### src/rtl/cvxif_pkg.sv
// CoreV-X-Interface request/response types as seen by a coprocessor.
// Sized for a 32-bit core with two source registers and 4-bit instruction ids.
package cvxif_pkg;

   localparam int unsigned XLEN       = 32;
   localparam int unsigned X_NUM_RS   = 2;
   localparam int unsigned X_ID_WIDTH = 4;

   typedef struct packed {
      logic [31:0]                      instr;
      logic [1:0]                       mode;
      logic [X_ID_WIDTH-1:0]            id;
      logic [X_NUM_RS-1:0][XLEN-1:0]    rs;
      logic [X_NUM_RS-1:0]              rs_valid;
   } x_issue_req_t;

   typedef struct packed {
      logic accept;
      logic writeback;
      logic dualwrite;
      logic dualread;
      logic loadstore;
      logic exc;
   } x_issue_resp_t;

   typedef struct packed {
      logic [X_ID_WIDTH-1:0] id;
      logic                  x_commit_kill;
   } x_commit_t;

   typedef struct packed {
      logic [X_ID_WIDTH-1:0] id;
      logic [XLEN-1:0]       data;
      logic [4:0]            rd;
      logic                  we;
      logic                  exc;
      logic [5:0]            exccode;
   } x_result_t;

   typedef struct packed {
      logic          x_issue_valid;
      x_issue_req_t  x_issue_req;
      logic          x_commit_valid;
      x_commit_t     x_commit;
      logic          x_result_ready;
   } cvxif_req_t;

   typedef struct packed {
      logic          x_issue_ready;
      x_issue_resp_t x_issue_resp;
      logic          x_result_valid;
      x_result_t     x_result;
   } cvxif_resp_t;

endpackage

### src/rtl/copro_pkg.sv
// Shared constants and types for the custom-3 coprocessor responder.
package copro_pkg;

   localparam logic [6:0] OPCODE_CUSTOM3 = 7'h7B;

   typedef enum logic [2:0] {
      OP_ADD = 3'd0,
      OP_MUL = 3'd1,
      OP_NOP = 3'd2,
      OP_EXC = 3'd3
   } copro_op_e;

   typedef struct packed {
      logic [cvxif_pkg::X_ID_WIDTH-1:0] id;
      logic [cvxif_pkg::XLEN-1:0]       data;
      logic                             we;
      logic                             exc;
      logic [5:0]                       exccode;
   } copro_result_t;

   // Responder FSM state values
   localparam logic [0:0] ST_IDLE = 1'b0;
   localparam logic [0:0] ST_BUSY = 1'b1;

endpackage

### src/rtl/copro_result_fifo.sv
// In-order result buffer; DEPTH must be a power of two so the pointers wrap
// for free.
module copro_result_fifo
   import copro_pkg::*;
#(
   parameter int unsigned DEPTH = 4
) (
   input  logic                      clk_i,
   input  logic                      rst_ni,
   input  logic                      push_i,
   input  copro_result_t             data_i,
   input  logic                      pop_i,
   output copro_result_t             data_o,
   output logic                      full_o,
   output logic                      empty_o,
   output logic [$clog2(DEPTH):0]    count_o
);

   localparam int unsigned AW = $clog2(DEPTH);

   copro_result_t mem_q [DEPTH];
   copro_result_t mem_d [DEPTH];
   logic [AW-1:0] wr_ptr_q, wr_ptr_d;
   logic [AW-1:0] rd_ptr_q, rd_ptr_d;
   logic [AW:0]   count_q, count_d;
   logic          do_push, do_pop;

   assign full_o  = (count_q == (AW+1)'(DEPTH));
   assign empty_o = (count_q == '0);
   assign do_push = push_i && !full_o;
   assign do_pop  = pop_i && !empty_o;
   assign data_o  = mem_q[rd_ptr_q];
   assign count_o = count_q;

   always_comb begin
      mem_d    = mem_q;
      wr_ptr_d = wr_ptr_q;
      rd_ptr_d = rd_ptr_q;
      count_d  = count_q;
      if (do_push) begin
         mem_d[wr_ptr_q] = data_i;
         wr_ptr_d        = wr_ptr_q + AW'(1);
      end
      if (do_pop) begin
         rd_ptr_d = rd_ptr_q + AW'(1);
      end
      case ({do_push, do_pop})
         2'b10:   count_d = count_q + (AW+1)'(1);
         2'b01:   count_d = count_q - (AW+1)'(1);
         default: count_d = count_q;
      endcase
   end

   always_ff @(posedge clk_i or negedge rst_ni) begin
      if (!rst_ni) begin
         for (int i = 0; i < int'(DEPTH); i++) begin
            mem_q[i] <= '0;
         end
         wr_ptr_q <= '0;
         rd_ptr_q <= '0;
         count_q  <= '0;
      end else begin
         mem_q    <= mem_d;
         wr_ptr_q <= wr_ptr_d;
         rd_ptr_q <= rd_ptr_d;
         count_q  <= count_d;
      end
   end

endmodule

### src/rtl/cvxif_copro_responder.sv
// CV-X-IF coprocessor responder: decodes custom-3 ADD/MUL/NOP/EXC and returns
// results in order. Define COPRO_MUL_EN to build the multi-cycle multiplier.
//
//   state   | meaning
//   IDLE    | accepting issues while the result buffer has room
//   BUSY    | multiply in flight; issue stalled until product is buffered or killed
module cvxif_copro_responder
   import cvxif_pkg::*;
   import copro_pkg::*;
#(
   parameter int unsigned DEPTH       = 4,
   parameter int unsigned MUL_LATENCY = 3
) (
   input  logic        clk_i,
   input  logic        rst_ni,
   input  cvxif_req_t  cvxif_req_i,
   output cvxif_resp_t cvxif_resp_o,
   output logic        busy_o
);

   x_issue_req_t            ireq;
   logic                    fmt_ok, rs_ok;
   logic                    dec_legal, dec_we, dec_exc, dec_mul;
   logic [XLEN-1:0]         dec_data;
   logic [5:0]              dec_exccode;
   logic                    accept, issue_ready, issue_fire, issue_push;
   logic                    fsm_busy, mul_push;
   copro_result_t           issue_entry, mul_entry, fifo_in, fifo_head;
   logic                    fifo_full, fifo_empty, fifo_pop;
   logic [$clog2(DEPTH):0]  fifo_count;

   assign ireq   = cvxif_req_i.x_issue_req;
   assign fmt_ok = (ireq.instr[6:0] == OPCODE_CUSTOM3) && (ireq.instr[31:25] == 7'd0);
   assign rs_ok  = &ireq.rs_valid;

   always_comb begin
      dec_legal   = 1'b0;
      dec_we      = 1'b0;
      dec_exc     = 1'b0;
      dec_mul     = 1'b0;
      dec_data    = '0;
      dec_exccode = '0;
      if (fmt_ok) begin
         case (ireq.instr[14:12])
            OP_ADD: if (rs_ok) begin
               dec_legal = 1'b1;
               dec_we    = 1'b1;
               dec_data  = ireq.rs[0] + ireq.rs[1];
            end
`ifdef COPRO_MUL_EN
            OP_MUL: if (rs_ok) begin
               dec_legal = 1'b1;
               dec_we    = 1'b1;
               dec_mul   = 1'b1;
            end
`endif
            OP_NOP: dec_legal = 1'b1;
            OP_EXC: begin
               dec_legal   = 1'b1;
               dec_exc     = 1'b1;
               dec_exccode = ireq.rs[1][5:0];
            end
            default: dec_legal = 1'b0;
         endcase
      end
   end

   assign accept      = cvxif_req_i.x_issue_valid && dec_legal;
   assign issue_ready = !fsm_busy && !fifo_full;
   assign issue_fire  = cvxif_req_i.x_issue_valid && issue_ready;
   // Multiplies enqueue from the FSM at completion, not at the accepting edge
   assign issue_push  = issue_fire && dec_legal && !dec_mul;

   assign issue_entry = '{id: ireq.id, data: dec_data, we: dec_we,
                          exc: dec_exc, exccode: dec_exccode};

`ifdef COPRO_MUL_EN
   localparam int unsigned CW = (MUL_LATENCY > 1) ? $clog2(MUL_LATENCY) : 1;

   logic [0:0]            state_q, state_d;
   logic [CW-1:0]         cnt_q, cnt_d;
   logic [X_ID_WIDTH-1:0] mul_id_q, mul_id_d;
   logic [XLEN-1:0]       op_a_q, op_a_d, op_b_q, op_b_d;
   logic [XLEN-1:0]       product;
   logic                  kill;

   assign product = op_a_q * op_b_q;
   assign kill    = cvxif_req_i.x_commit_valid && cvxif_req_i.x_commit.x_commit_kill &&
                    (cvxif_req_i.x_commit.id == mul_id_q);

   always_comb begin
      state_d  = state_q;
      cnt_d    = cnt_q;
      mul_id_d = mul_id_q;
      op_a_d   = op_a_q;
      op_b_d   = op_b_q;
      mul_push = 1'b0;
      case (state_q)
         ST_IDLE: if (issue_fire && dec_mul) begin
            state_d  = ST_BUSY;
            cnt_d    = CW'(MUL_LATENCY - 1);
            mul_id_d = ireq.id;
            op_a_d   = ireq.rs[0];
            op_b_d   = ireq.rs[1];
         end
         ST_BUSY: begin
            if (kill) begin
               state_d = ST_IDLE;
            end else if (cnt_q == '0) begin
               // Counter parks at zero while the buffer is full
               if (!fifo_full) begin
                  mul_push = 1'b1;
                  state_d  = ST_IDLE;
               end
            end else begin
               cnt_d = cnt_q - CW'(1);
            end
         end
         default: state_d = ST_IDLE;
      endcase
   end

   always_ff @(posedge clk_i or negedge rst_ni) begin
      if (!rst_ni) begin
         state_q  <= ST_IDLE;
         cnt_q    <= '0;
         mul_id_q <= '0;
         op_a_q   <= '0;
         op_b_q   <= '0;
      end else begin
         state_q  <= state_d;
         cnt_q    <= cnt_d;
         mul_id_q <= mul_id_d;
         op_a_q   <= op_a_d;
         op_b_q   <= op_b_d;
      end
   end

   assign fsm_busy  = (state_q == ST_BUSY);
   assign mul_entry = '{id: mul_id_q, data: product, we: 1'b1, exc: 1'b0, exccode: 6'd0};
`else
   assign fsm_busy  = 1'b0;
   assign mul_push  = 1'b0;
   assign mul_entry = '0;
`endif

   assign fifo_in  = mul_push ? mul_entry : issue_entry;
   assign fifo_pop = !fifo_empty && cvxif_req_i.x_result_ready;

   copro_result_fifo #(
      .DEPTH (DEPTH)
   ) u_result_fifo (
      .clk_i   (clk_i),
      .rst_ni  (rst_ni),
      .push_i  (issue_push || mul_push),
      .data_i  (fifo_in),
      .pop_i   (fifo_pop),
      .data_o  (fifo_head),
      .full_o  (fifo_full),
      .empty_o (fifo_empty),
      .count_o (fifo_count)
   );

   always_comb begin
      cvxif_resp_o                        = '0;
      cvxif_resp_o.x_issue_ready          = issue_ready;
      cvxif_resp_o.x_issue_resp.accept    = accept;
      cvxif_resp_o.x_issue_resp.writeback = accept && dec_we;
      cvxif_resp_o.x_result_valid         = !fifo_empty;
      if (!fifo_empty) begin
         cvxif_resp_o.x_result.id      = fifo_head.id;
         cvxif_resp_o.x_result.data    = fifo_head.data;
         cvxif_resp_o.x_result.we      = fifo_head.we;
         cvxif_resp_o.x_result.exc     = fifo_head.exc;
         cvxif_resp_o.x_result.exccode = fifo_head.exccode;
      end
   end

   assign busy_o = fsm_busy || !fifo_empty;

   logic unused_inputs;
   assign unused_inputs = ^{ireq.mode, cvxif_req_i.x_commit_valid, cvxif_req_i.x_commit,
                            dec_mul, fifo_count};

endmodule

### config.mk
export PLATFORM = sky130hd
export DESIGN_NAME = cvxif_copro_responder
export DESIGN_NICKNAME = d
export VERILOG_FILES = /design/src/rtl/cvxif_pkg.sv /design/src/rtl/copro_pkg.sv /design/src/rtl/copro_result_fifo.sv /design/src/rtl/cvxif_copro_responder.sv
export SDC_FILE = /design/constraint.sdc
export NUM_CORES = 1
export LEC_CHECK = 0
export BUFFER_PORTS_ARGS = -buffer_cell sky130_fd_sc_hd__buf_4
export CELL_PAD_IN_SITES_DETAIL_PLACEMENT = 2
export CELL_PAD_IN_SITES_GLOBAL_PLACEMENT = 2
export CORE_ASPECT_RATIO = 1.25
export CORE_MARGIN = 1.5
export CORE_UTILIZATION = 38
export CTS_BUF_LIST = sky130_fd_sc_hd__clkbuf_8
export DETAILED_ROUTE_END_ITERATION = 10
export PLACE_DENSITY_LB_ADDON = 0.1
export RECOVER_POWER = 100
export SYNTH_ARGS = -nofsm -noshare
export SYNTH_HDL_FRONTEND = slang
export SYNTH_SLANG_ARGS = --single-unit
### constraint.sdc
create_clock -name clk_i -period 2.95 [get_ports clk_i]
set_input_delay 0.1475 -clock clk_i [delete_from_list [all_inputs] [get_ports clk_i]]
set_output_delay 0.1475 -clock clk_i [all_outputs]
set_load 0.01 [all_outputs]
# After elaboration in Yosys (flattened, before gate mapping)
# Cells that the tools add are included.
op_classes:
  n_addsub: 5
  n_mul: 0
  div: 0
  n_lt_le_gt_ge: 3
  n_eq_ne: 6
  shifts: 0
  mux: 21
  bitwise: 2
  reduce_logical: 17
ops:
  columns: ["op", "n"]
  rows:
  - ["176-bit bitwise mux", 1]
  - ["44-bit 2-to-1 mux", 3]
  - ["32-bit 2-to-1 mux", 3]
  - ["44-bit binary-select mux with 2-bit select", 1]
  - ["44-bit demux with 2-bit select", 1]
  - ["36-bit 2-to-1 mux", 1]
  - ["32-bit adder", 1]
  - ["6-bit 2-to-1 mux", 2]
  - ["1-bit logical AND", 9]
  - ["8-bit 2-to-1 mux", 1]
  - ["7-bit == test, second input constant", 1]
  - ["7-bit logical NOT", 1]
  - ["3-bit by 2-bit == test with 1-bit output, second input constant", 2]
  - ["3-bit >= comparator, second input constant", 2]
  - ["3-bit logical NOT", 2]
  - ["1-bit 2-to-1 mux", 6]
  - ["2-bit NOT with 3-bit output", 2]
  - ["3-bit case mux with 2 select lines", 1]
  - ["2-bit by 1-bit adder with 2-bit output, second input constant", 2]
  - ["3-bit by 1-bit adder with 3-bit output, second input constant", 1]
  - ["3-bit == test, second input constant", 1]
  - ["3-bit by 1-bit < comparator with 1-bit output, second input constant", 1]
  - ["3-bit by 1-bit subtractor with 3-bit output, second input constant", 1]
  - ["2-bit by 1-bit == test with 1-bit output, second input constant", 1]
  - ["other kinds (6)", 7]
totals:
  ff_bits: 183
  latch_bits: 0
  ram_bits: 0
  rom_bits: 0
  in_bits: 114
  out_inout_bits: 58
  word_cells: 77
  n_memories: 0

# Logic depth before layout (Yosys ltp)
# Gate-level depths: netlist of run 1.
logic_depth:
  depth_word: 8
  depth_mapped: 13
  depth_no_buf: 12

# Cells and area by module
# From an unflattened synthesis of run 1, not the netlist that was laid out.
unflattened:
  hier_cells: 852
  area_unflattened_um2: 10646.5
by_module_without_submodules:
  columns: ["mod", "instances", "cells_each", "area_per_inst_um2", "seq_area_each_um2"]
  rows:
  - ["copro_result_fifo", 1, 462, 8061.5, 4579.4]
  - ["cvxif_copro_responder", 1, 390, 2585.0, 0.0]

# Least setup slack after synthesis of run 1
# OpenSTA, ideal clock, no wires.
synth_path:
  path_kind: "input to register"
  startpoint: "in cvxif_req_i[9] in the netlist's numbering"
  endpoint: "reg u_result_fifo.mem_q[120] in the netlist's numbering"
  setup_time_ps: 121
  t_arrival_ps: 2235
  required_ps: 2829
  path_slack_ps: 594
  path_stages: 11
  path_buffers: 0
  cell_sequence: "ha_1 -> inv_1 -> fa_1 -> nand2b_1 -> a21oi_1 -> o31ai_1 -> o221ai_1 -> a311oi_2 -> nor2_1 -> xor2_1 -> a22o_1"
synth_via:
  elab_chain_cells: 5
synth_rtl:
  columns: ["element", "line_no", "rtl"]
  rows:
  - ["start, declared", "cvxif_copro_responder.sv:16", "input cvxif_req_t cvxif_req_i,"]
  - ["32-bit adder", "cvxif_copro_responder.sv:48", "dec_data = ireq.rs[0] + ireq.rs[1];"]
  - ["32-bit 2-to-1 mux", "cvxif_copro_responder.sv:45", "OP_ADD: if (rs_ok) begin"]
  - ["32-bit 2-to-1 mux", "cvxif_copro_responder.sv:44", "case (ireq.instr[14:12])"]
  - ["32-bit 2-to-1 mux", "cvxif_copro_responder.sv:43", "if (fmt_ok) begin"]
  - ["176-bit bitwise mux", "copro_result_fifo.sv:41", "mem_d[wr_ptr_q] = data_i;"]
  - ["end signal, assigned", "copro_result_fifo.sv:63", "mem_q <= mem_d;"]
  - ["end, declared", "copro_result_fifo.sv:21", "copro_result_t mem_q [DEPTH];"]
# No other way between the ends.
# A chain may end at the register's enable or synchronous reset.

# Worst setup path after layout of run 1
layout_path:
  startpoint: "in cvxif_req_i[30] in the netlist's numbering"
  endpoint: "reg u_result_fifo.mem_q[32] in the netlist's numbering"
# Same word-level chain as after synthesis.

==> metrics, run 1 <==
core area 26100 µm²; share of power burned in registers 0.468; via count 7806; leakage power 0.005779 µW; drt first pass iters 4; worst-margin pin slew 2.070 ns; Remaining DRCs 0; sequential share of the synthesized area 0.4526; Initial Util 0.3878; Avg Vias per Cell 5.493; global-route wire length before repair 48.80 mm; clock slew at reported path FFs about 0.1 ns; VDD IR-drop max 0.3294 mV; Detailed Route WL between 30 and 40 mm; Synth top cells by count dfrtp_1, nand2_1, mux2_2; htree depth 4; GRT Util Overall 0.2310; CP max FO 5; final hold slack about 0.045 ns; Placer Congestion roughly 0.76; hpwl dp 21.54 mm; # resized after CTS 0; Design Power 5811 µW; row cnt 66; CTS tree built; Max-Cap Viols 2; Post-synth top flop dfrtp_1; Comb power frac 0.251; gate count of the mapped netlist 904; worst-path cell chain buf_4, ha_1, a21oi_1, o21ai_1, a2111oi_0, o221ai_1, clkbuf_1, a311oi_1, nor2_1, xor2_1, clkbuf_1, a22o_1; count leader, synth dfrtp_1; Post-synth EDFFs 0; max_slew headroom -0.3803; total CTS buffers 17; pre-CTS setup slack -0.1065 ns; initial antenna violation count 0; fillers 2782; Die ar. 27620 µm²; n_diodes 0; fin nets 1220; Ports 172; Synth warnings 0; Synth area leader dfrtp_1; Worst Skew between 0.009 and 0.01 ns; slowest stage cell on the critical path a2111oi_0; crit path kind primary input to register; DR WL/cell between 20 and 25 µm; maximum clock path buffer count 2; vias in the first global route 8769; slowest stage delay, CP 0.56 ns; Clk pwr share 0.281; syn_area_per_cell 11.19 µm²; Critical Path Source Type primary input; CP arrival 3.06 ns; Post-Syn Area between 10000 and 15000 µm²; CP Capture Type register; Finish-stage setup viols 0; worst setup margin 0.2586 ns; Iter 0 DRT Violations approximately 260; Area Overhead vs Synth 19.95%; Post-Route Setup TNS 0 ns; total congestion overflow 0; post-synth top area share 0.4526; Worst Path Required roughly 3.3 ns; pwr/cell area approximately 480 nW/µm²; die height between 150 and 200 µm; fraction of registers with async set/reset 1.000; PortBufs 139; largest net degree at the start of global routing 83; share of cells above drive strength 1 0.3228; status complete, but fails checks; Final Cycle Share 0.9123; Synth area leaders dfrtp_1, mux2_2, mux4_2, ha_1, nand2_1; RSZ-0062 raised after global routing no; Sink Count 183; ANT nets after route 0; synth unique cells 55; delay-heaviest family, CP compound AO/OA/AOI/OAI gates; die width 149.0 µm; root buffer cell clkbuf_8; Worst Hold Class primary input to register; most frequent CP cell clkbuf_1; FF+latch count, synth approximately 180; P_int about 3800 µW; clock latency at the later pin of the worst-skew pair 0.47 ns; Psw 2002 µW; Hold Fails Final Rpt 0; fin crit period ~2.7 ns; sw frac 0.3446; FMAX roughly 0.37 GHz; Max Slew Vio Count 148; failing checks capacitance limit, slew limit; worst path bufs/invs 3
==> routing by layer <==
metal | up-vias | routed length [µm] | track usage | share of wire
li1 | 3580 | - | - | -
met1 | 4079 | 12960 | 0.2825 | 0.43
met2 | 115 | 16170 | 0.4283 | 0.54
met3 | 32 | 567 | 0.02956 | 0.019
met4 | 0 | 401 | 0.05426 | 0.013
met5 | - | 0 | 0 | 0
==> logic make-up (layout without fill, tap and decap cells) <==
| group | after synthesis | after routing | synth area share |
|---|---|---|---|
| buffers and inverters | 80 | 249 | 0.03450 |
| DFF | 183 | 183 | 0.4526 |
| and+or+nand+nor | 248 | 248 | 0.1165 |
| other | 1 | 9 | 0.0003706 |
| AOI/OAI and AO/OA | 184 | 184 | 0.1166 |
| adders and majority gates | 38 | 38 | 0.04847 |
| muxes | 142 | 142 | 0.2068 |
| xor gates and xnor gates | 28 | 28 | 0.02424 |
==> timing repair <==
item,4_1_cts,5_1_grt
endpoints found under the hold margin,76,0
setup buffers,0,0
hold buffers,9,0
==> layout by cell type (no fill, tap or decap), drive strengths merged, types with 3 or more instances in the layout <==
cell,Yosys,routed
nand2b,4,4
dfrtp,183,183
inv,14,23
a21o,14,14
clkbuf,40,45
ha,36,36
clkinvlp,0,3
dlygate4sd3,0,9
nand4,6,6
nor2,43,43
nand2,108,108
a31oi,5,5
nand4b,3,3
o31ai,20,20
buf,26,166
or3,3,3
o211ai,3,3
clkinv,0,3
mux4,44,44
and2,50,50
a211oi,4,4
a21oi,30,30
xor2,14,14
o2111ai,3,3
and3,6,6
nor3,5,5
nand3,8,8
conb,1,9
xnor2,14,14
o21ai,67,67
mux2,96,96
a22o,16,16
o21bai,5,5
o21a,4,4
==> through the flow <==
stage,utilization,instance area (µm²),instances
5_1_grt,0.4651,12140,1421
3_3_place_gp,0.4535,11840,1380
4_1_cts,0.4712,12300,1421
2_1_floorplan,-,10150,912
6_report,0.4651,12140,1421
3_5_place_dp,0.4535,11840,1380
==> worst paths after layout <==
| check | from | endpoint | slack (ns) | cells past startpoint |
|---|---|---|---|---|
| setup reg to reg | u_result_fifo.count_o[0] | u_result_fifo.mem_q[159] | 0.31 | 6 |
| setup / recovery | cvxif_req_i[30] | u_result_fifo.mem_q[32] | 0.26 | 12 |
| hold reg to reg | u_result_fifo.mem_q[37] | u_result_fifo.mem_q[37] | 0.48 | 2 |
| min in group asynchronous | rst_ni | u_result_fifo.count_o[1] | 0.14 | 2 |
| max in group asynchronous | rst_ni | u_result_fifo.mem_q[105] | 0.47 | 3 |
| hold / removal | cvxif_req_i[45] | u_result_fifo.mem_q[92] | 0.05 | 3 |
==> worst reg2reg max path: cells and delay by family (launching register included) <==
family,cells,cell delay (ns)
buffers and inverters,2,0.74
DFF,1,0.42
muxes,1,0.42
and+or+nand+nor,3,0.96
==> registers in the layout, indices dropped and copies added, names as in the netlist <==
| name | flops |
|---|---|
| u_result_fifo.mem_q | 176 |
| u_result_fifo.wr_ptr_q | 2 |
| u_result_fifo.rd_ptr_q | 2 |
| u_result_fifo.count_o | 3 |
==> cell type report <==
type / instances / area, µm² / area share
Clock buffer: 17 / 234.0 / 0.01928
Clock inverter: 15 / 136.4 / 0.01124
Inverter: 14 / 52.55 / 0.004330
Multi-Input combinational cell: 649 / 5210 / 0.4293
Sequential cell: 183 / 4584 / 0.3777
Tap cell: 340 / 425.4 / 0.03505
Timing Repair Buffer: 203 / 1494 / 0.1231
==> power by group through the flow <==
stage / Sequential (µW) / Combinational [µW] / Clock (µW)
6_report: 2720 / 1460 / 1640
5_1_grt: 2740 / 1600 / 1790
4_1_cts: 2730 / 1520 / 1690
3_5_place_dp: 2780 / 1500 / 0
3_3_place_gp: 2780 / 1480 / 0
2_1_floorplan: 2610 / 1000 / 0
Power figures use the tool's default switching activity.
==> inputs of run 2 (changes only) <==
--- a/config.mk
+++ b/config.mk
@@ -10,11 +10,12 @@
 export CELL_PAD_IN_SITES_GLOBAL_PLACEMENT = 2
 export CORE_ASPECT_RATIO = 1.25
 export CORE_MARGIN = 1.5
-export CORE_UTILIZATION = 38
+export CORE_UTILIZATION = 40
 export CTS_BUF_LIST = sky130_fd_sc_hd__clkbuf_8
 export DETAILED_ROUTE_END_ITERATION = 10
 export PLACE_DENSITY_LB_ADDON = 0.1
 export RECOVER_POWER = 100
 export SYNTH_ARGS = -nofsm -noshare
 export SYNTH_HDL_FRONTEND = slang
+export SYNTH_HIERARCHICAL = 1
 export SYNTH_SLANG_ARGS = --single-unit
==> run 2 against run 1 <==
  * Core utilization increased by 0.33 points
  * Area after synthesis rose by 5.2%
  * First-iteration DRC count fell by 30%
  * The flow still finishes with violations (capacitance limit, slew limit)
  * Cell count down 5.5%
  * Setup slack improved by 0.0096 ns
  * Power up 2.5%
  * Clock power grew 4%
  * Highest routed layer unchanged
  * Routed wire length is 0.81% lower
  * Combinational power is 5% higher
  * Final area increased by 0.71%
  * Non-clock buffer count fell by 34
  * Register-to-register slack lost 0.04 ns
==> metrics, run 2 <==
vias in the first global route approximately 8400; syn_area_per_cell 12.50 µm²; Synth top cells by count dfrtp_1, mux2_2, nor2_1; Worst Hold Path EP u_result_fifo/mem_q[93]; Die ar. between 20000 and 30000 µm²; global-route wire length before repair about 47 mm; initial antenna violation count 0; share of cells above drive strength 1 0.3938; worst-margin pin slew ~2.2 ns; Worst Skew 0.01188 ns; Synth area leaders dfrtp_1, mux2_2, mux4_2, ha_1, nor2b_1; core area 26100 µm²; main combinational cell family by area after synthesis multiplexers; Remaining DRCs 0; clock latency at the later pin of the worst-skew pair 0.47 ns; Post-synth top flop dfrtp_1; post-synth top area share 0.4301; synth unique cells 67; xor/xnor cell area share of the yosys netlist 0.02797; Critical Path Source Type register; worst setup margin ~0.27 ns; root buffer cell clkbuf_8; Post-Syn Area approximately 11000 µm²; clock slew at reported path FFs 0.10 ns; fillers 2678; CTS tree built; total CTS buffers 17; Reg2Reg Depth 6; Max Slew Vio Count 84; Area Overhead vs Synth 14.81%; Sink Count roughly 180; DR WL met2 16.49 mm; mux cell area share after synthesis 0.2812; failing checks capacitance limit, slew limit; Worst R2R Start u_result_fifo/count_o[2]; CP max FO 44; Final Cycle Share 0.9091; r2r endpoint u_result_fifo/mem_q[10]; htree depth 4; FF+latch count, synth 183; GRT Util Overall 0.2244; Post-synth EDFFs 0; Setup Buffers After CTS 0; Hold Startpoint cvxif_req_i[46]; DR WL/cell 22.23 µm; commonest cells after routing, fill and taps aside dfrtp_1, mux2_2, buf_4; R2R setup slack around 0.27 ns; Synth area leader dfrtp_1; Synth warnings 6; Post-Synth Simple-Gate Area 0.1039; CP Capture Type register; die width 148.9 µm; status complete, but fails checks; WL met3 ~700 µm; Finish-stage setup viols 0; PortBufs approximately 140; count leader, synth dfrtp_1; hpwl dp roughly 22 mm; VDD IR-drop max roughly 0.25 mV; n_diodes 0; Max-Cap Viols 1; max_slew headroom -0.4347; max reg flops 176; sequential share of the synthesized area 0.4301; pwr/cell area ~500 nW/µm²; routed length on met1 12.27 mm; gate count of the mapped netlist roughly 850; fin nets 1142; Worst Hold Class primary input to register; drt first pass iters 6; Top Layer Used met4; worst hold path depth 3; fraction of registers with async set/reset 1.000; maximum clock path buffer count 2; fraction of the mapped netlist area in compound gates 0.06405; most common cell after layout, fill and taps aside dfrtp_1; ANT nets after route 0; cts hold-fix bufs 5; leakage power 0.005826 µW; Initial Util 0.4080; largest net degree at the start of global routing 85; Hold Fails Final Rpt 0; FMAX 0.3729 GHz; die height 185.4 µm; Ports between 150 and 200; pre-CTS setup slack ~0.053 ns; Top reg by flops u_result_fifo/mem_q; total congestion overflow 0; # resized after CTS 0; Post-Place Cells 1306; Synth Area in Adders 0.04607; Detailed Route WL 29.86 mm; via count 7301; final cell count without fillers 1343; row cnt 66; Worst Path Required 3.31 ns; Iter 0 DRT Violations between 150 and 200; Avg Vias per Cell approximately 5.4; CP arrival between 3 and 4 ns; Post-Route Setup TNS 0 ns; Placer Congestion roughly 0.89; crit path kind register to register; RSZ-0062 raised after global routing no; fin crit period 2.682 ns
run 2: how the worst max path moves through the flow:
stage | startpoint | endpoint | depth (start not counted)
2_1_floorplan | cvxif_req_i[9] | u_result_fifo/mem_q[126] | 11
3_3_place_gp | cvxif_req_i[41] | u_result_fifo/mem_q[78] | 13
3_5_place_dp | cvxif_req_i[41] | u_result_fifo/mem_q[166] | 13
4_1_cts | u_result_fifo/rd_ptr_q[0] | cvxif_resp_o[31] | 4
5_1_grt | u_result_fifo/count_o[2] | u_result_fifo/mem_q[149] | 6
6_report | u_result_fifo/count_o[2] | u_result_fifo/mem_q[10] | 6
run 2: layout make-up:
cell class / instances / area [µm²] / area share
tap: 340 / 425.4 / 0.03480
timing repair buffer: 169 / 1160 / 0.09489
sequential: 183 / 4582 / 0.3749
multi-input combinational: 606 / 5613 / 0.4592
clock buffer: 18 / 247.7 / 0.02027
inverter: 13 / 48.80 / 0.003992
clock inverter: 14 / 146.4 / 0.01198
run 2: routing by layer:
| metal | global-route usage | up-vias |
|---|---|---|
| met4 | 0.05584 | 0 |
| met5 | 0 | - |
| met3 | 0.02833 | 27 |
| met1 | 0.2627 | 3797 |
| met2 | 0.4285 | 127 |
| li1 | - | 3350 |
run 2: worst max-delay path, stage by stage, from the launching register on:
cell      delay (ns)
dfrtp_1         0.42
nor3b_1         0.19
nor3_1          0.51
nand2_1         0.20
nor2_4          0.13
clkbuf_4        0.69
mux2_2          0.42
run 2: cells by family after synthesis:
family                   after synthesis
flip-flops                           183
buffers and inverters                 71
XOR/XNOR                              34
adder cells (fa/ha/maj)               38
multiplexers                         222
AO/OA/AOI/OAI                        102
other                                  1
AND/OR/NAND/NOR                      201
run 2: report_power, final:
part / leakage, µW / switching [µW] / internal, µW
Sequential: 0.00254 / 165 / 2550
Clock: 0.000208 / 929 / 782
Combinational: 0.00307 / 845 / 688
Total: 0.00583 / 1940 / 4020
run 2: through the flow:
stage / instance area [µm²] / power, µW / hold WS (ns) / util
finish: 12220 / 5955 / 0.1204 / 0.4684
global route: 12220 / 6255 / 0.1055 / 0.4684
CTS: 12460 / 6071 / 0.08857 / 0.4777
detailed placement: 12020 / 4338 / 0.2480 / 0.4606
global placement: 12020 / 4281 / 0.2152 / 0.4606
floorplan: 10680 / 3686 / -0.1481 / -
==> inputs of run 3 (changes only) <==
--- a/config.mk
+++ b/config.mk
@@ -5,12 +5,13 @@
 export SDC_FILE = /design/constraint.sdc
 export NUM_CORES = 1
 export LEC_CHECK = 0
+export ABC_AREA = 1
 export BUFFER_PORTS_ARGS = -buffer_cell sky130_fd_sc_hd__buf_4
 export CELL_PAD_IN_SITES_DETAIL_PLACEMENT = 2
 export CELL_PAD_IN_SITES_GLOBAL_PLACEMENT = 2
 export CORE_ASPECT_RATIO = 1.25
 export CORE_MARGIN = 1.5
-export CORE_UTILIZATION = 40
+export CORE_UTILIZATION = 30
 export CTS_BUF_LIST = sky130_fd_sc_hd__clkbuf_8
 export DETAILED_ROUTE_END_ITERATION = 10
 export PLACE_DENSITY_LB_ADDON = 0.1
==> constraint.sdc (replaced) <==
create_clock -name clk_i -period 2.3 [get_ports clk_i]
set_input_delay 0.115 -clock clk_i [delete_from_list [all_inputs] [get_ports clk_i]]
set_output_delay 0.115 -clock clk_i [all_outputs]
set_load 0.01 [all_outputs]
==> run 3 against run 2 <==
  * The flow now finishes without violations
  * Critical path depth rose by 1
  * Setup slack got worse by 0.18 ns
  * Highest routed layer unchanged
  * Worst hold slack got worse by 0.064 ns
  * First-iteration DRC count rose to 2.8 times the previous value
  * Power rose by 9.4%
  * Cell count rose by 83%
  * Final area rose by 15%
  * Synthesized cell count rose by 110%
  * Clock skew rose by 0.0016 ns
  * Combinational power fell by 44%
  * Register-to-register slack got worse by 0.18 ns
==> metrics, run 3 <==
FMAX 0.4517 GHz; clock slew at reported path FFs ~0.10 ns; hpwl dp 31.00 mm; Post-Syn Area 12150 µm²; fillers roughly 5000; CP Capture Type register; clock latency at the later pin of the worst-skew pair 0.50 ns; most frequent CP cell nand2_1; r2r endpoint u_result_fifo/mem_q[98]; max_slew headroom 0.1354; GRT busiest layer met2; fraction of registers with async set/reset 1.000; RSZ-0062 raised after global routing yes; main combinational cell family by area after synthesis simple AND/OR/NAND/NOR gates; Max-Cap Viols 0; Worst R2R Start u_result_fifo/count_o[0]; Post-synth top flop dfrtp_1; maximum clock path buffer count 2; Critical Path Source Type register; Hold Startpoint cvxif_req_i[46]; synth unique cells 32; Worst Skew roughly 0.013 ns; initial antenna violation count 1; Reg2Reg Depth 7; final instance area 14110 µm²; worst-margin pin slew about 1.3 ns; ANT nets after route 0; largest net degree at the start of global routing 183; Iter 0 DRT Violations 502; Comb power frac 0.132; post-synth top area share 0.3769; syn_area_per_cell 6.635 µm²; die height ~230 µm; leakage power 0.007514 µW; share of power burned in registers 0.493; Placer Congestion around 0.77; Clk pwr share 0.375; Final Cycle Share 0.9626; PortBufs about 140; Post-Route Setup TNS 0 ns; worst setup margin 0.08592 ns; Finish-stage setup viols 0; GR Util met3 0.02522; htree depth 4; crit path kind register to register; R2R setup slack 0.09 ns; Detailed Route WL 46.06 mm; GRT Util Overall 0.2303; vias in the first global route 13930; fin crit period 2.214 ns; fraction of the mapped netlist area in compound gates 0.07384; fin nets 2087; Worst Hold Class primary input to register; Worst Path Required 2.69 ns; Worst Hold Path EP u_result_fifo/mem_q[49]; slowest stage delay, CP 0.55 ns; xor/xnor cell area share of the yosys netlist 0.002884; Top reg by flops u_result_fifo/mem_q; Synth warnings 6; sequential share of the synthesized area 0.3769; most common cell after layout, fill and taps aside nand2_1; total CTS buffers 17; delay-heaviest family, CP buffers and inverters; placed cell areas 13810 µm²; share of cells above drive strength 1 0.1160; pre-CTS setup slack -0.03706 ns; Psw approximately 1800 µW; pwr/cell area 461.8 nW/µm²; Die ar. roughly 42000 µm²; Post-Synth Simple-Gate Area 0.3923; total congestion overflow 0; worst path bufs/invs 2; Remaining DRCs 0; count leader, synth nand2_1; max reg flops 176; final cell count without fillers 2453; DR WL/cell 18.78 µm; Synth area leader dfrtp_1; status finished clean; gate count of the mapped netlist between 1500 and 2000; slowest stage cell on the critical path buf_12; Sink Count approximately 180; Post-synth EDFFs 0; grt met1 use 0.2856; Synth area leaders dfrtp_1, nand2_1, nand4_1, nor2_1, inv_1; met2 Use GR 0.4184; Synth Area in Adders 0.04037; P_int 4764 µW; worst hold path depth 5; drt first pass iters 4; via count 12620; Post-Place Cells 2415; worst-path cell chain nor2_2, nand2_4, buf_12, nand3_2, clkbuf_2, nand2_1, nand2_1; root buffer cell clkbuf_8; Initial Util 0.3036; VDD IR-drop max 0.3312 mV; Hold Fails Final Rpt 0; CP max FO 182; core area 40010 µm²; die width 183.0 µm; FF+latch count, synth 183; CP arrival 2.61 ns; global-route wire length before repair around 75 mm; Synth top cells by count nand2_1, nor2_1, inv_1; sw frac 0.2689; Max Slew Vio Count 0; Ports between 150 and 200; CTS tree built; commonest cells after routing, fill and taps aside nand2_1, nor2_1, inv_1; mux cell area share after synthesis 0; row cnt 82; Area Overhead vs Synth 16.14%; Avg Vias per Cell between 5 and 6
[run 3: changes by cell type after synthesis, sizes merged, moves of 48 or more]
cell	delta
o21ai	+125
nand4	+170
nor2b	-48
inv	+185
nand2	+579
mux2	-177
buf	+52
nor2	+209
[run 3: area by class of cell]
class                           instances  area (µm²)  area share
Antenna cell                            1       2.502   0.0001774
Clock inverter                          9       122.6    0.008690
Inverter                              198       743.2     0.05267
Timing Repair Buffer                  201        1496      0.1061
Tap cell                              504       630.6     0.04469
Sequential cell                       183        4581      0.3246
Multi-Input combinational cell       1334        6217      0.4406
Clock buffer                           23       316.6     0.02244
[run 3: worst min-delay path, stage by stage]
cell and delay [ns]:
buf_4 0.14, inv_1 0.05, nor2_1 0.07, nand4_1 0.09, nand2_1 0.05
[run 3: timing repair]
action / in CTS / in global routing
hold endpoints to repair: 106 / 0
resized for setup: 2 / 5
hold buffers: 5 / 0
setup endpoints to repair: 46 / 15
setup buffers: 0 / 0
[run 3: metal layers]
layer	vias to the layer above	wire (µm)	share of wire
met3	55	943	0.020
met2	168	23810	0.52
met4	0	1003	0.022
li1	6035	-	-
met1	6357	20300	0.44
met5	-	0	0
[run 3: through the flow]
stage | hold slack (ns) | total power [µW] | utilization
floorplan | -0.1806 | 3742 | -
global placement | 0.1053 | 4137 | 0.3451
detailed placement | 0.09677 | 4160 | 0.3451
CTS | 0.005358 | 6634 | 0.3575
global route | 0.05875 | 6846 | 0.3526
finish | 0.05630 | 6516 | 0.3526
[run 3: power by group through the flow]
stage / clock network (µW) / registers (µW) / logic [µW]
after global routing: 2640 / 3220 / 990
final: 2440 / 3210 / 861
after CTS: 2530 / 3210 / 892
after floorplan: 0 / 3280 / 462
after detailed placement: 0 / 3280 / 881
after global placement: 0 / 3280 / 859
[run 3: worst max-delay path by stage]
stage | slack [ns] | depth (start not counted) | endpoint | from
floorplan | 0.05 | 12 | u_result_fifo/count_o[1] | u_result_fifo/count_o[0]
global placement | 0.06 | 16 | u_result_fifo/mem_q[30] | cvxif_req_i[41]
detailed placement | -0.04 | 15 | u_result_fifo/count_o[1] | cvxif_req_i[105]
CTS | 0.03 | 8 | cvxif_resp_o[26] | u_result_fifo/rd_ptr_q[0]
global route | -0.05 | 13 | u_result_fifo/count_o[2] | u_result_fifo/count_o[2]
finish | 0.09 | 7 | u_result_fifo/mem_q[98] | u_result_fifo/count_o[0]
[run 3: logic make-up (layout without fill, tap and decap cells)]
family,after synthesis,after routing
compound gates,178,178
buf+inv,322,431
simple gates,1105,1105
fa+ha+maj,38,38
other cells,1,10
xor+xnor,4,4
flops,183,183
